**src/rtl/wrd_pkg.sv**
```systemverilog
// Shared definitions for the wake-word pipeline: lane width, signed lane type and
// the lane-wise max helper. Lane k of a packed vector occupies bits [8k+7:8k].
package wrd_pkg;

  localparam int unsigned BW = 8;

  typedef logic signed [BW-1:0] lane_t;

  // Pure signed compare; on a tie both operands are bit-identical.
  function automatic lane_t lane_max(input lane_t a, input lane_t b);
    return (a > b) ? a : b;
  endfunction

endpackage

```
**src/rtl/vec_max.sv**
```systemverilog
// Combinational lane-wise signed maximum of two packed feature vectors.
module vec_max
  import wrd_pkg::*;
#(
  parameter int unsigned NUM_FILTERS = 8
) (
  input  logic [NUM_FILTERS*BW-1:0] a_i,
  input  logic [NUM_FILTERS*BW-1:0] b_i,
  output logic [NUM_FILTERS*BW-1:0] max_o
);

  // Per-lane signed max, lanes are independent.
  always_comb begin
    max_o = '0;
    for (int k = 0; k < NUM_FILTERS; k++) begin
      max_o[k*BW +: BW] = lane_max(lane_t'(a_i[k*BW +: BW]), lane_t'(b_i[k*BW +: BW]));
    end
  end

endmodule

```
**src/rtl/max_pool1d.sv**
```systemverilog
// Temporal max pooling over non-overlapping windows of POOL_LEN time steps.
// A window also closes early on last_i, so a short tail window is emitted as-is.
// Optional feature: define MAX_POOL_LEN_CHECK_EN to add a sticky frame-length
// error flag (err_o) driven by a per-frame step counter.
module max_pool1d
  import wrd_pkg::*;
#(
  parameter int unsigned NUM_FILTERS = 8,
  parameter int unsigned FRAME_LEN   = 50,
  parameter int unsigned POOL_LEN    = 2
) (
  input  logic                      clk_i,
  input  logic                      rst_n_i,
  input  logic [NUM_FILTERS*BW-1:0] data_i,
  input  logic                      valid_i,
  input  logic                      last_i,
  output logic                      ready_o,
  output logic [NUM_FILTERS*BW-1:0] data_o,
  output logic                      valid_o,
  output logic                      last_o,
  input  logic                      ready_i
`ifdef MAX_POOL_LEN_CHECK_EN
  ,
  output logic                      err_o
`endif
);

  localparam int unsigned VECTOR_BW = NUM_FILTERS * BW;
  localparam int unsigned CntW      = (POOL_LEN > 1) ? $clog2(POOL_LEN) : 1;
  // An illegal configuration never accepts input rather than pooling incorrectly.
  localparam bit          ParamsOk  = (POOL_LEN >= 2) && (FRAME_LEN >= POOL_LEN);

  logic [CntW-1:0]      win_cnt_q;
  logic [VECTOR_BW-1:0] acc_q;
  logic [VECTOR_BW-1:0] acc_d;
  logic [VECTOR_BW-1:0] max_vec;
  logic [VECTOR_BW-1:0] data_q;
  logic                 valid_q;
  logic                 last_q;
  logic                 in_fire;
  logic                 close_win;

  vec_max #(
    .NUM_FILTERS(NUM_FILTERS)
  ) u_vec_max (
    .a_i  (acc_q),
    .b_i  (data_i),
    .max_o(max_vec)
  );

  // Stall only while an unconsumed result sits in the output register.
  assign ready_o   = (!valid_q || ready_i) && ParamsOk;
  assign in_fire   = valid_i && ready_o;
  assign close_win = in_fire && (last_i || (win_cnt_q == CntW'(POOL_LEN - 1)));
  // First element of a window replaces acc; later ones fold into it.
  assign acc_d     = (win_cnt_q == '0) ? data_i : max_vec;

  // Window accumulation and output register; a close in the same cycle as an
  // output transfer reloads the register and keeps valid high.
  always_ff @(posedge clk_i) begin
    if (!rst_n_i) begin
      win_cnt_q <= '0;
      acc_q     <= '0;
      data_q    <= '0;
      valid_q   <= 1'b0;
      last_q    <= 1'b0;
    end else begin
      if (in_fire) begin
        acc_q     <= acc_d;
        win_cnt_q <= close_win ? '0 : win_cnt_q + 1'b1;
      end
      if (close_win) begin
        data_q  <= acc_d;
        last_q  <= last_i;
        valid_q <= 1'b1;
      end else if (ready_i) begin
        valid_q <= 1'b0;
      end
    end
  end

  assign data_o  = data_q;
  assign valid_o = valid_q;
  assign last_o  = last_q;

`ifdef MAX_POOL_LEN_CHECK_EN
  localparam int unsigned StepW = $clog2(FRAME_LEN + 1);

  logic [StepW-1:0] step_cnt_q;
  logic             err_q;
  logic             at_frame_end;

  assign at_frame_end = (step_cnt_q == StepW'(FRAME_LEN - 1));

  // Count accepted steps per frame; flag any mismatch between last_i and the
  // expected frame end. Counter saturates so an overlong frame cannot wrap.
  always_ff @(posedge clk_i) begin
    if (!rst_n_i) begin
      step_cnt_q <= '0;
      err_q      <= 1'b0;
    end else if (in_fire) begin
      if (last_i) begin
        step_cnt_q <= '0;
      end else if (step_cnt_q != StepW'(FRAME_LEN)) begin
        step_cnt_q <= step_cnt_q + 1'b1;
      end
      if (last_i != at_frame_end) begin
        err_q <= 1'b1;
      end
    end
  end

  assign err_o = err_q;
`endif

endmodule

```
**config.mk**
```make
export PLATFORM = sky130hd
export DESIGN_NAME = max_pool1d
export DESIGN_NICKNAME = d
export VERILOG_FILES = /design/src/rtl/wrd_pkg.sv /design/src/rtl/vec_max.sv /design/src/rtl/max_pool1d.sv
export SDC_FILE = /design/constraint.sdc
export NUM_CORES = 1
export LEC_CHECK = 0
export ABC_AREA = 1
export CAP_MARGIN = 15
export CELL_PAD_IN_SITES_DETAIL_PLACEMENT = 0
export CELL_PAD_IN_SITES_GLOBAL_PLACEMENT = 1
export CORE_MARGIN = 4
export CORE_UTILIZATION = 41
export CTS_CLUSTER_DIAMETER = 40
export CTS_CLUSTER_SIZE = 14
export DETAILED_ROUTE_END_ITERATION = 12
export PLACE_DENSITY = 0.89
export SYNTH_ARGS = -nofsm -noshare
export SYNTH_HDL_FRONTEND = slang
export SYNTH_HIERARCHICAL = 1
export SYNTH_SLANG_ARGS = --single-unit
```
**constraint.sdc**
```tcl
create_clock -name clk_i -period 3.9 [get_ports clk_i]
set_input_delay 0.585 -clock clk_i [delete_from_list [all_inputs] [get_ports clk_i]]
set_output_delay 0.585 -clock clk_i [all_outputs]
set_load 0.01 [all_outputs]
```
==> Flow_metrics.wiki, run 1 <==
{| class="wikitable"
! Metric !! Value
|-
| Post-synthesis sequential element count || 131
|-
| Achievable frequency || 401 MHz
|-
| Worst Clk Skew || 0.00811 ns
|-
| Post-CTS Setup Inserts || 0
|-
| Min-delay src || last_o
|-
| Global-route usage over all layers || 0.191
|-
| Die area || 23700 µm²
|-
| Number of buffers added to fix hold violations after cts || 0
|-
| Net switching power figure || between 1 and 1.5 mW
|-
| Worst slew margin relative to its limit || 0.306
|-
| Number of antenna violations at the first check in global routing || 0
|-
| # placed instances || 1772
|-
| Wire length of the first global-routing pass || ~38 mm
|-
| Net count of the mapped netlist || between 1500 and 2000
|-
| Total Power || 4.26 mW
|-
| Count of distinct cell types in the synthesized netlist || 28
|-
| Final wirelength || roughly 23 mm
|-
| Initial core utilization || 0.416
|-
| Root Driver || clkbuf_16
|-
| Number of CTS-inserted buffers || 17
|-
| Overall die width || ~150 µm
|-
| Clock Sink Count || between 100 and 150
|-
| Sequential fraction of the synthesis area || 0.300
|-
| Worst voltage drop across the vdd grid || 0.000244 V
|-
| Pre-antenna DRT Iters || 5
|-
| Leading cell type in the layout, fill and taps excluded || nand2_1
|-
| Kind of start point of the critical path || input pin
|-
| Worst setup path category || input pin to flip-flop
|-
| Floorplan Core Area || ~21000 µm²
|-
| Per-cell routed wire length || about 13 µm
|-
| Pre-CTS WS || about 0.99 ns
|-
| Critical path endpoint category || flip-flop
|-
| DRC violations left || 0
|-
| Launch instance of the worst register-to-register path || acc_q[55]
|-
| Class of the worst hold path || flip-flop to flip-flop
|-
| Max Buffers Root-to-Sink || 2
|-
| Overflow left after global routing || 0
|-
| Dpl hpwl || 14.8 mm
|-
| Global placer's final weighted congestion || between 0.8 and 0.9
|-
| RSZ-0062 raised after global routing || false
|-
| Leak || ~5.8 nW
|-
| Logic pwr share || 0.269
|-
| P per Cell Area || around 390 nW/µm²
|-
| Largest net degree at the start of global routing || just over 80
|-
| Clock tree from TritonCTS || built
|-
| Sw frac || 0.323
|-
| Power Internal || 2.88 mW
|-
| Final core occ || 0.514
|-
| Share of final-layout standard cells stronger than drive strength 1 || 0.0693
|-
| Finish-stage setup viols || 0
|-
| Syn Area/Cell || between 6 and 7 µm²
|-
| Req. time, crit path || 4.26 ns
|-
| WP data arrival || 2.86 ns
|-
| Vias in the first global route || 7955
|-
| Clock power frac || 0.370
|-
| Clock network latency to the later pin of the worst-skew pair || between 0.4 and 0.5 ns
|-
| Num rows || 53
|-
| Clock transition time at the flip-flop clock pins of the worst setup and hold paths || roughly 0.060 ns
|-
| Layout overhead on the synthesized area || 23.7%
|-
| Number of DRC violations after detailed-routing iteration 0 || 386
|-
| Post-Synthesis Cell Area || just under 9000 µm²
|-
| Total via count after detailed routing || approximately 8600
|-
| Total negative slack for setup checks || 0 ns
|-
| Final critical delay including setup and external delays || roughly 2.5 ns
|-
| Count of nets after finishing || ~1600
|-
| Antenna cell count || 0
|-
| Crit path launch || data_i[55]
|-
| Post-Layout Cell Count || approximately 1800
|-
| Height of the die || roughly 150 µm
|-
| Final hold violations || 0
|-
| Detail Route Antenna Nets || 0
|-
| Max Slew Vio Count || 0
|-
| Final worst setup slack || 1.41 ns
|-
| Max FO, Critical Path || 9
|-
| Number of H-tree branching levels || 4
|-
| Commonest non-fill, non-tap cells in the layout || 511 x nand2_1, 221 x nor2_1, 164 x inv_1
|-
| Yosys warning count || 6
|-
| Period utilisation layout || 0.639
|-
| Max-cap violation count || 0
|-
| Fraction of power consumed by sequential logic || 0.361
|-
| Slew at the pin with the worst max-slew slack || approximately 1.0 ns
|-
| Gate count of the mapped netlist || roughly 1400
|-
| Status || completed
|-
| IO Count || between 100 and 150
|-
| Number of vias per cell after detailed routing || around 4.8
|-
| Resized Gates After CTS || 0
|-
| Number of I/O port buffers || approximately 140
|}
==> kinds of logic after synthesis <==
| logic type | count (synthesis) | synth area share |
|---|---|---|
| AOI/OAI and AO/OA | 89 | 0.0535 |
| DFF | 131 | 0.300 |
| and+or+nand+nor | 905 | 0.453 |
| buffers and inverters | 225 | 0.102 |
| adders and majority gates | 64 | 0.0916 |
==> flip-flops by register name, indices dropped and copies added, names as in the netlist <==
name / count
acc_q: 64
data_o: 64
last_o: 1
valid_o: 1
win_cnt_q: 1
==> power by group through the flow <==
stage / Clock, mW / Combinational [mW] / Sequential, mW
6_report: 1.57 / 1.14 / 1.54
5_1_grt: 1.67 / 1.32 / 1.55
4_1_cts: 1.62 / 1.16 / 1.54
3_5_place_dp: 0 / 1.15 / 1.57
3_3_place_gp: 0 / 1.14 / 1.56
2_1_floorplan: 0 / 0.758 / 1.58
==> final cells by class <==
type / instances / area (µm²)
Multi-Input combinational cell: 1058 / 5230
Clock buffer: 23 / 498
Tap cell: 275 / 344
Fill cell: 2096 / 10200
Inverter: 166 / 623
Sequential cell: 131 / 2620
Clock inverter: 9 / 77.6
Timing Repair Buffer: 142 / 1410
==> metal layers <==
metal / global-route usage / vias to the layer above / share of wire
li1: - / 4640 / -
met1: 0.250 / 3799 / 0.48
met2: 0.322 / 130 / 0.47
met3: 0.0360 / 15 / 0.035
met4: 0.0538 / 0 / 0.0080
met5: 0 / - / 0
==> worst max-delay path: stages <==
cell	delay, ns
clkdlybuf4s50_1	0.51
inv_1	0.05
ha_1	0.33
a21o_1	0.21
nor2_2	0.13
nand3_2	0.22
nand3_4	0.21
nand2_1	0.07
nand2_1	0.05
inv_1	0.03
nand2_1	0.07
nand2_1	0.07
nor2_1	0.17
nand2_1	0.08
nand2_1	0.06
==> cells in the mapped netlist <==
library cell,number,area (µm²)
a21boi_1,1,7.51
a21o_1,5,37.5
or2_2,15,93.8
nand3_1,47,235
buf_4,2,15.0
o21ai_1,1,5.00
nand2_1,511,1920
clkbuf_1,24,90.1
nand3_4,7,123
nor2_4,2,22.5
dfxtp_1,131,2620
nand3_2,10,100
nor2_2,11,68.8
buf_1,7,26.3
a21o_2,2,17.5
ha_1,64,801
nor2_1,221,830
buf_2,24,120
inv_2,2,7.51
a21oi_1,17,85.1
clkbuf_2,1,5.00
nand4_1,64,400
buf_6,1,11.3
nand4_2,8,100
nand2_4,2,22.5
o21ai_0,63,315
inv_1,164,616
nand2_2,7,43.8
==> worst paths after layout <==
| kind | to | slack (ns) | cells past startpoint |
|---|---|---|---|
| worst min-delay path | last_o | 0.47 | 2 |
| worst max-delay path | data_o[52] | 1.41 | 15 |
| worst max register to register | data_o[52] | 1.78 | 13 |
| worst min register to register | last_o | 0.47 | 2 |
==> metrics by stage <==
step / hold WS (ns) / instance area (µm²)
after floorplan: 0.475 / 8740
after global placement: 0.458 / 10200
after detailed placement: 0.460 / 10200
after CTS: 0.475 / 10800
after global routing: 0.502 / 10800
final: 0.471 / 10800
Note: power is estimated with default switching activity, not from simulation.
==> run 2, diff against run 1 <==
--- a/config.mk
+++ b/config.mk
@@ -10,11 +10,11 @@
 export CELL_PAD_IN_SITES_DETAIL_PLACEMENT = 0
 export CELL_PAD_IN_SITES_GLOBAL_PLACEMENT = 1
 export CORE_MARGIN = 4
-export CORE_UTILIZATION = 41
+export CORE_UTILIZATION = 34
 export CTS_CLUSTER_DIAMETER = 40
 export CTS_CLUSTER_SIZE = 14
 export DETAILED_ROUTE_END_ITERATION = 12
-export PLACE_DENSITY = 0.89
+export PLACE_DENSITY = 0.79
 export SYNTH_ARGS = -nofsm -noshare
 export SYNTH_HDL_FRONTEND = slang
 export SYNTH_HIERARCHICAL = 1
==> constraint.sdc (replaced) <==
create_clock -name clk_i -period 2 [get_ports clk_i]
set_input_delay 0.3 -clock clk_i [delete_from_list [all_inputs] [get_ports clk_i]]
set_output_delay 0.3 -clock clk_i [all_outputs]
set_load 0.01 [all_outputs]
==> Flow_metrics.wiki, run 2 (same netlist as run 1, synthesis figures left out) <==
{| class="wikitable"
! Metric !! Value
|-
| Clock Sink Count || ~130
|-
| RSZ-0062 raised after global routing || true
|-
| Number of DRC violations after detailed-routing iteration 0 || 524
|-
| Kind of start point of the critical path || input pin
|-
| Clock transition time at the flip-flop clock pins of the worst setup and hold paths || approximately 0.060 ns
|-
| Overall die width || between 150 and 200 µm
|-
| Worst Clk Skew || 0.0121 ns
|-
| Status || completed
|-
| Leading cell type in the layout, fill and taps excluded || nand2_1
|-
| Final critical delay including setup and external delays || slightly below 2 ns
|-
| Leak || 6.99 nW
|-
| WP data arrival || 2.24 ns
|-
| Slowest cell on the critical path || clkdlybuf4s50_1
|-
| Pre-antenna DRT Iters || 5
|-
| Flop-to-flop setup slack || 0.11 ns
|-
| Top cell by count, worst path || nand2_1
|-
| Total Power || between 9 and 10 mW
|-
| Overflow left after global routing || 0
|-
| Fraction of power consumed by sequential logic || 0.325
|-
| Worst stage delay on the critical path || between 0.4 and 0.5 ns
|-
| Ordered cell list for the critical path || clkdlybuf4s50_1 -> inv_1 -> ha_4 -> nand2_1 -> nor2_4 -> nand2_2 -> nand3_4 -> nand3_4 -> nand2_1 -> nand2_1 -> nand2_1 -> nand2_2 -> o21ai_1 -> nor2_1
|-
| Clock power frac || 0.351
|-
| IO Count || between 100 and 150
|-
| Sw frac || 0.331
|-
| Height of the die || between 150 and 200 µm
|-
| Num rows || 58
|-
| Clock network latency to the later pin of the worst-skew pair || around 0.42 ns
|-
| CP bufs+invs || 2
|-
| Root Driver || clkbuf_16
|-
| Number of H-tree branching levels || 4
|-
| Max-cap violation count || 0
|-
| Filler instances || about 2500
|-
| Logic pwr share || 0.323
|-
| Slew at the pin with the worst max-slew slack || ~0.52 ns
|-
| Achievable frequency || around 520 MHz
|-
| Final worst setup slack || between 0.06 and 0.07 ns
|-
| Commonest non-fill, non-tap cells in the layout || 454 x nand2_1, 206 x nor2_1, 155 x inv_1
|-
| Dpl hpwl || about 17 mm
|-
| Period utilisation layout || 0.966
|-
| Finish-stage setup viols || 0
|-
| Layout overhead on the synthesized area || 50.2%
|-
| Wire length of the first global-routing pass || between 40 and 50 mm
|-
| Worst R2R Path Depth || 13
|-
| Class of the worst hold path || input pin to flip-flop
|-
| Worst setup path category || input pin to flip-flop
|-
| Share of final-layout standard cells stronger than drive strength 1 || 0.244
|-
| DRC violations left || 0
|-
| Max Slew Vio Count || 0
|-
| Net switching power figure || approximately 3.1 mW
|-
| Global placer's final weighted congestion || ~0.83
|-
| Number of buffers added to fix hold violations after cts || 0
|-
| Max FO, Critical Path || 8
|-
| Total via count after detailed routing || about 9300
|-
| Final hold violations || 0
|-
| Worst voltage drop across the vdd grid || 0.000368 V
|-
| Largest net degree at the start of global routing || 93
|-
| Number of I/O port buffers || approximately 140
|-
| Global-route usage over all layers || 0.176
|-
| Count of nets after finishing || between 1500 and 2000
|-
| Per-cell routed wire length || 13.1 µm
|-
| Final wirelength || between 20 and 30 mm
|-
| Initial core utilization || 0.346
|-
| Worst slew margin relative to its limit || 0.652
|-
| Max Buffers Root-to-Sink || 2
|-
| Worst Hold Margin || about 0.31 ns
|-
| P per Cell Area || 710 nW/µm²
|-
| Vias in the first global route || around 8500
|-
| Detail Route Antenna Nets || 0
|-
| Number of cells on the critical path || 14
|-
| Antenna cell count || 0
|-
| Number of vias per cell after detailed routing || 4.63
|-
| Clock tree from TritonCTS || built
|-
| Pre-CTS WS || -0.508 ns
|-
| Power Internal || between 6 and 7 mW
|-
| Req. time, crit path || approximately 2.3 ns
|-
| Number of CTS-inserted buffers || 17
|-
| Final core occ || 0.520
|-
| Critical path endpoint category || flip-flop
|-
| Total negative slack for setup checks || 0 ns
|-
| Die area || about 28000 µm²
|-
| Hold path depth || 5
|-
| Kind of cell adding the most delay to the critical path || simple AND/OR/NAND/NOR gates
|-
| Floorplan Core Area || 25300 µm²
|-
| Number of antenna violations at the first check in global routing || 0
|}
-- run 2: cell count changes in the layout (fill, tap and decap cells not counted), sizes merged --
cell / previous run / this run
clkdlybuf4s50: 134 / 89
dlygate4sd2: 0 / 2
dlymetal6s2s: 0 / 43
clkbuf: 23 / 19
nand2: 520 / 521
inv: 166 / 167
buf: 8 / 156
bufinv: 1 / 3
-- run 2: layout make-up --
type | count | area, µm² | area share
clock buffer | 19 | 443 | 0.0337
tap | 330 | 413 | 0.0315
clock inverter | 12 | 158 | 0.0120
multi-input combinational | 1059 | 6060 | 0.462
sequential | 131 | 2660 | 0.202
inverter | 166 | 623 | 0.0475
timing repair buffer | 290 | 2770 | 0.211
-- run 2: per-stage QoR --
step	area (µm²)	instances
floorplan	8740	1414
global placement	11400	1952
detailed placement	11400	1952
CTS	12100	1983
global route	13100	2007
finish	13100	2007
-- run 2: power by group through the flow --
stage	Combinational (mW)	Clock (mW)	Sequential [mW]
floorplan	1.48	0	3.07
global placement	2.56	0	3.05
detailed placement	2.58	0	3.06
CTS	2.67	3.35	3.00
global route	3.38	3.46	3.06
finish	3.01	3.28	3.03
-- run 2: timing repair --
item	CTS	global route
setup buffers	0	23
endpoints found under the hold margin	0	0
endpoints found under the setup margin	31	128
pin swaps	15	103
gates resized for setup	36	233
gates cloned	0	1
-- run 2: path summary, 6_finish.rpt --
kind              start          to
max          data_i[29]   acc_q[24]
min          data_i[34]   acc_q[34]
max reg2reg   acc_q[38]   acc_q[35]
min reg2reg  data_o[59]  data_o[59]
-- run 2: layer usage --
metal / vias to the layer above / wire [µm] / track usage / part of all wire
met5: - / 0 / 0 / 0
met2: 145 / 12600 / 0.299 / 0.48
met3: 21 / 852 / 0.0301 / 0.033
met1: 4183 / 12500 / 0.233 / 0.48
met4: 0 / 280 / 0.0441 / 0.011
li1: 4941 / - / - / -
-- run 2: worst reg2reg max path: cells and delay by family, from the launching register on --
| kind | cells | cell delay, ns |
|---|---|---|
| AO/OA/AOI/OAI | 1 | 0.15 |
| flip-flops | 1 | 0.34 |
| adder cells (fa/ha/maj) | 1 | 0.32 |
| AND/OR/NAND/NOR | 11 | 0.98 |
